$ cat src/rtl/p_ctrl_pkg.sv
// Shared definitions for the K-request merge controller: ctrl width default, short/long-K split,
// FSM state type and source encoding.
package p_ctrl_pkg;

    localparam int unsigned SELOU_DEFAULT = 4;
    localparam int unsigned K_SPLIT       = 8;

    typedef enum logic [1:0] {
        StIdle   = 2'd0,
        StBusySk = 2'd1,
        StBusyLk = 2'd2
    } state_e;

    localparam logic SRC_SK = 1'b0;
    localparam logic SRC_LK = 1'b1;

    // ctrl values at or above K_SPLIT encode long-K
    function automatic logic is_long_k(input logic [31:0] ctrl);
        return ctrl >= K_SPLIT;
    endfunction

endpackage

$ cat src/rtl/p_rr_arb2.sv
// Two-input round-robin arbiter between short-K and long-K sources; the last-grant register
// only advances when the grant is actually taken.
module p_rr_arb2
    import p_ctrl_pkg::*;
(
    input  logic clk_i,
    input  logic rst_i,
    input  logic req_sk_i,
    input  logic req_lk_i,
    input  logic take_i,
    output logic gnt_valid_o,
    output logic gnt_src_o
);

    logic last_grant_q, last_grant_d;

    always_comb begin
        gnt_valid_o  = req_sk_i | req_lk_i;
        gnt_src_o    = (req_sk_i && req_lk_i) ? ~last_grant_q : req_lk_i;
        last_grant_d = last_grant_q;
        if (take_i && gnt_valid_o) begin
            last_grant_d = gnt_src_o;
        end
    end

    // Reset to LK so the first contended grant goes to SK
    always_ff @(posedge clk_i or posedge rst_i) begin
        if (rst_i) begin
            last_grant_q <= SRC_LK;
        end else begin
            last_grant_q <= last_grant_d;
        end
    end

endmodule

$ cat src/rtl/p_merge_ctrl.sv
// Merges short-K and long-K request/ack sources onto one registered downstream request.
// Optional ctrl class checking is enabled by defining P_MERGE_CTRL_ERRCHK_EN.
module p_merge_ctrl
    import p_ctrl_pkg::*;
#(
    parameter int unsigned SELOU = SELOU_DEFAULT
) (
    input  logic             clk,
    input  logic             reset,
    input  logic             t_sk_req,
    input  logic [SELOU-1:0] t_sk_ctrl,
    output logic             t_sk_ack,
    input  logic             t_lk_req,
    input  logic [SELOU-1:0] t_lk_ctrl,
    output logic             t_lk_ack,
    output logic             i_kp_req,
    output logic [SELOU-1:0] i_kp_ctrl,
    output logic             i_kp_src,
    input  logic             i_kp_ack,
    output logic             err
);

    state_e           state_q, state_d;
    logic [SELOU-1:0] ctrl_q, ctrl_d;
    logic             src_q, src_d;
    logic             req_q, req_d;
    logic             gnt_valid;
    logic             gnt_src;
    logic             idle;

    assign idle = (state_q == StIdle);

    p_rr_arb2 u_arb (
        .clk_i       (clk),
        .rst_i       (reset),
        .req_sk_i    (t_sk_req),
        .req_lk_i    (t_lk_req),
        .take_i      (idle),
        .gnt_valid_o (gnt_valid),
        .gnt_src_o   (gnt_src)
    );

    always_comb begin
        state_d  = state_q;
        ctrl_d   = ctrl_q;
        src_d    = src_q;
        t_sk_ack = 1'b0;
        t_lk_ack = 1'b0;
        unique case (state_q)
            StIdle: begin
                if (gnt_valid) begin
                    src_d   = gnt_src;
                    ctrl_d  = (gnt_src == SRC_LK) ? t_lk_ctrl : t_sk_ctrl;
                    state_d = (gnt_src == SRC_LK) ? StBusyLk : StBusySk;
                end
            end
            StBusySk: begin
                if (i_kp_ack) begin
                    t_sk_ack = 1'b1;
                    state_d  = StIdle;
                end
            end
            StBusyLk: begin
                if (i_kp_ack) begin
                    t_lk_ack = 1'b1;
                    state_d  = StIdle;
                end
            end
            default: state_d = StIdle;
        endcase
        req_d = (state_d != StIdle);
    end

    always_ff @(posedge clk or posedge reset) begin
        if (reset) begin
            state_q <= StIdle;
            ctrl_q  <= '0;
            src_q   <= SRC_SK;
            req_q   <= 1'b0;
        end else begin
            state_q <= state_d;
            ctrl_q  <= ctrl_d;
            src_q   <= src_d;
            req_q   <= req_d;
        end
    end

    assign i_kp_req  = req_q;
    assign i_kp_ctrl = ctrl_q;
    assign i_kp_src  = src_q;

`ifdef P_MERGE_CTRL_ERRCHK_EN
    logic err_q;
    logic capture;
    logic bad_class;

    assign capture   = idle && gnt_valid;
    assign bad_class = (gnt_src == SRC_LK) ? !is_long_k(32'(t_lk_ctrl))
                                           : is_long_k(32'(t_sk_ctrl));

    // Sticky: the offending transaction is still forwarded
    always_ff @(posedge clk or posedge reset) begin
        if (reset) begin
            err_q <= 1'b0;
        end else if (capture && bad_class) begin
            err_q <= 1'b1;
        end
    end

    assign err = err_q;
`else
    assign err = 1'b0;
`endif

endmodule

$ cat config.mk
export PLATFORM = sky130hd
export DESIGN_NAME = p_merge_ctrl
export DESIGN_NICKNAME = d
export VERILOG_FILES = /design/src/rtl/p_ctrl_pkg.sv /design/src/rtl/p_rr_arb2.sv /design/src/rtl/p_merge_ctrl.sv
export SDC_FILE = /design/constraint.sdc
export NUM_CORES = 1
export LEC_CHECK = 0
export BUFFER_PORTS_ARGS = -buffer_cell sky130_fd_sc_hd__buf_2
export CAP_MARGIN = 20
export CORE_AREA = 10 10 47 49
export CTS_CLUSTER_SIZE = 14
export DETAILED_ROUTE_END_ITERATION = 7
export DIE_AREA = 0 0 57 59
export GPL_TIMING_DRIVEN = 0
export PLACE_DENSITY_LB_ADDON = 0.3
export SYNTH_ARGS = -nofsm -noshare
export SYNTH_HDL_FRONTEND = slang
export SYNTH_SLANG_ARGS = --single-unit
$ cat constraint.sdc
create_clock -name clk -period 1.68 [get_ports clk]
set_input_delay 0.084 -clock clk [delete_from_list [all_inputs] [get_ports clk]]
set_output_delay 0.084 -clock clk [all_outputs]
set_load 0.02 [all_outputs]
==> impl_metrics.json <==
{
  "reg2reg_depth": 5,
  "post-route-util": 0.4723,
  "grtUsageTotal": 0.07186,
  "io_buffers": 19,
  "p_per_area_nw_per_um2": 1824,
  "antenna_found_initial": 0,
  "cts.clk_slew.worst_paths_ns": 0.06,
  "synth_top_family_by_area": "compound AO/OA/AOI/OAI gates",
  "die_height_um": 59,
  "finalSetupTns_ns": 0,
  "crit_top_cell": "a21oi_1",
  "ys_seq_elements": 9,
  "muxShareOfSynthArea": 0,
  "critical_path_class": "reg2reg",
  "p_seq_frac": 0.358,
  "worstPathCellList": "inv_1 -> ha_1 -> o21ai_1 -> a21oi_1 -> a21oi_1",
  "avgViaCountPerCell": 4.800,
  "hold-path-cell-count": 3,
  "slew_violations": 0,
  "postCtsSetupBuffers": 0,
  "grt_pass1_wl_um": 1869,
  "routed_wl_um": 1180,
  "grt_overflow": 0,
  "syn_area_per_cell_um2": 9.282,
  "diodes": 0,
  "ir_drop_mv": 0.9565,
  "setup_violations": 0,
  "cts_max_level": 1,
  "synth_cell_types": 22,
  "min_from": "t_sk_ctrl[1]",
  "clockBufferDepth": 2,
  "ys_warn_count": 0,
  "gp_congestion": 0.6804,
  "cts_buffers": 3,
  "critical_path.top_delay_family": "flip-flops",
  "worstHoldEndpoint": "i_kp_ctrl[1]",
  "end_kind": "register",
  "die_x_um": 57,
  "io_pins": 22,
  "cts_tree": "done",
  "start_util": 0.3643,
  "cp_data_required_time_ns": 1.82,
  "synth-xor-area-share": 0,
  "ff2ff_setup_slack_ns": 0.30,
  "clock_power_share": 0.136,
  "critPathBufInv": 1,
  "crit_fanout": 8,
  "grt_pass1_vias": 419,
  "crit_arrival_ns": 1.52,
  "drt-pass1-iter-count": 4,
  "ant_nets": 0,
  "fin_nets": 97,
  "min_period_ns": 1.381,
  "wl_per_cell_um": 12.42,
  "drive_gt1_frac": 0.3418,
  "core_um2": 1401,
  "cap_violations": 0,
  "hpwl_um": 927.9,
  "p_switching_uw": 531.4,
  "hold_viol_final": 0,
  "power_uw": 1208,
  "netlist_instances": 55,
  "rsz0062_at_grt": "no",
  "r2r_start": "state_q[0]",
  "synth_compound_area_frac": 0.2794,
  "max_stage_delay_ns": 0.44,
  "synth-simple-area-share": 0.1250,
  "startpoint_type": "register",
  "synth-adder-area-share": 0.09804,
  "p_leak_uw": 0.0003298,
  "startpoint": "state_q[0]",
  "fp-row-count": 14,
  "fin_crit_sh": 0.8223,
  "root_buffer": "clkbuf_4",
  "fin_worst_skew_ns": 0.01159,
  "rr_endpoint": "i_kp_ctrl[0]",
  "cts_sinks": 9,
  "dieArea_um2": 3363,
  "fmax_mhz": 723.9,
  "status": "completed",
  "crit_slowest_cell": "dfrtp_1",
  "swShare": 0.4401,
  "syn-num-nets": 72,
  "grt_max_degree": 10,
  "combPwrFrac": 0.506,
  "p_int_uw": 676.1,
  "area_growth_pct": 29.66,
  "ys_seq_area_frac": 0.4436,
  "num_vias": 456,
  "syn_area_um2": 510.5,
  "drt_iter0_markers": 13,
  "clock_latency_ns": 0.26,
  "drc": 0,
  "hold_path.class": "in2reg"
}
==> synthesized netlist by cell type <==
cell type   n  area [um^2]
a21bo_2     1        10.01
a21boi_4    1        18.77
a21oi_1    12        60.06
a22o_1      1        8.760
a31oi_1     1        6.260
and2_1      2        12.51
buf_2       1        5.000
buf_4       1        7.510
conb_1      1        3.750
dfrtp_1     8        200.2
dfstp_2     1        26.28
ha_1        4        50.05
inv_1       3        11.26
nand2_1     6        22.52
nor2_1      4        15.01
nor2b_1     1        6.260
nor3b_1     1        7.510
o211ai_1    1        7.510
o21a_1      1        7.510
o21ai_0     1        5.000
o21ai_1     2        10.01
o41ai_1     1        8.760
==> layout make-up <==
class	instances	area (um^2)
multi-input combinational	41	260.3
fill	147	739.5
inverter	3	11.26
timing repair buffer	20	105.1
tap	16	20.02
sequential	9	226.5
clock buffer	4	26.28
buffer	2	12.51
==> cell usage in the layout, fill, tap and decap left out <==
| cell | synthesis | routed |
|---|---|---|
| clkbuf_4 | 0 | 3 |
| inv_1 | 3 | 3 |
| nor2b_1 | 1 | 1 |
| a21oi_1 | 12 | 12 |
| a22o_1 | 1 | 1 |
| a21bo_2 | 1 | 1 |
| dlygate4sd3_1 | 0 | 1 |
| o21ai_0 | 1 | 1 |
| o21ai_1 | 2 | 2 |
| buf_2 | 1 | 20 |
| nor3b_1 | 1 | 1 |
| a31oi_1 | 1 | 1 |
| dfstp_2 | 1 | 1 |
| conb_1 | 1 | 1 |
| ha_1 | 4 | 4 |
| buf_4 | 1 | 1 |
| clkbuf_1 | 0 | 1 |
| o41ai_1 | 1 | 1 |
| nand2_1 | 6 | 6 |
| a21boi_4 | 1 | 1 |
| o211ai_1 | 1 | 1 |
| dfrtp_1 | 8 | 8 |
| nor2_1 | 4 | 4 |
| o21a_1 | 1 | 1 |
| and2_1 | 2 | 2 |
==> logic make-up (layout without fill, tap and decap cells) <==
family / after synthesis / count (layout)
adder cells (fa/ha/maj): 4 / 4
flip-flops: 9 / 9
AO/OA/AOI/OAI: 22 / 22
buffers and inverters: 5 / 29
AND/OR/NAND/NOR: 14 / 14
other: 1 / 1
==> how the worst max path moves through the flow <==
| stage | endpoint | slack [ns] | depth (start not counted) |
|---|---|---|---|
| after floorplan | i_kp_ctrl[0] | 0.46 | 5 |
| after global placement | i_kp_ctrl[3] | 0.31 | 5 |
| after detailed placement | i_kp_ctrl[2] | 0.29 | 5 |
| after CTS | i_kp_ctrl[0] | 0.29 | 5 |
| after global routing | i_kp_ctrl[2] | 0.17 | 5 |
| final | i_kp_ctrl[0] | 0.30 | 5 |
==> stage by stage <==
| step | worst slack, ns | instances | instance area [um^2] | hold slack, ns |
|---|---|---|---|---|
| after detailed placement | 0.2888 | 90 | 625.6 | 0.05046 |
| final | 0.2986 | 95 | 661.9 | 0.05210 |
| after floorplan | 0.4628 | 55 | 510.5 | -0.08880 |
| after CTS | 0.2907 | 95 | 661.9 | 0.04692 |
| after global routing | 0.1734 | 95 | 661.9 | 0.03374 |
| after global placement | 0.3096 | 90 | 625.6 | 0.05718 |
==> tightest hold or removal path, delay by kind of cell <==
family	cells	cell delay (ns)
simple gates	1	0.05
compound gates	1	0.05
buf+inv	1	0.09
==> registers in the layout, summed over array words and instances, names as in the netlist <==
signal,cells
i_kp_src,1
i_kp_req,1
u_arb.last_grant_q,1
state_q,2
i_kp_ctrl,4
==> routing by layer <==
metal	vias to the layer above	routed length [um]	GRT usage
li1	238	-	-
met1	208	466	0.07282
met2	10	628	0.1132
met3	0	86	0.05365
met4	0	0	0.02349
met5	-	0	0
==> repair_timing <==
action                                 4_1_cts  5_1_grt
hold buffers                                 1        0
endpoints found under the hold margin        8        0
gates resized for setup                      0        0
==> power by group through the flow <==
stage / clock (uW) / combinational (uW) / sequential, uW
5_1_grt: 188 / 686 / 455
3_3_place_gp: 0 / 607 / 431
2_1_floorplan: 0 / 350 / 517
3_5_place_dp: 0 / 611 / 437
4_1_cts: 172 / 619 / 434
6_report: 164 / 611 / 432
Power figures use the tool's default switching activity.
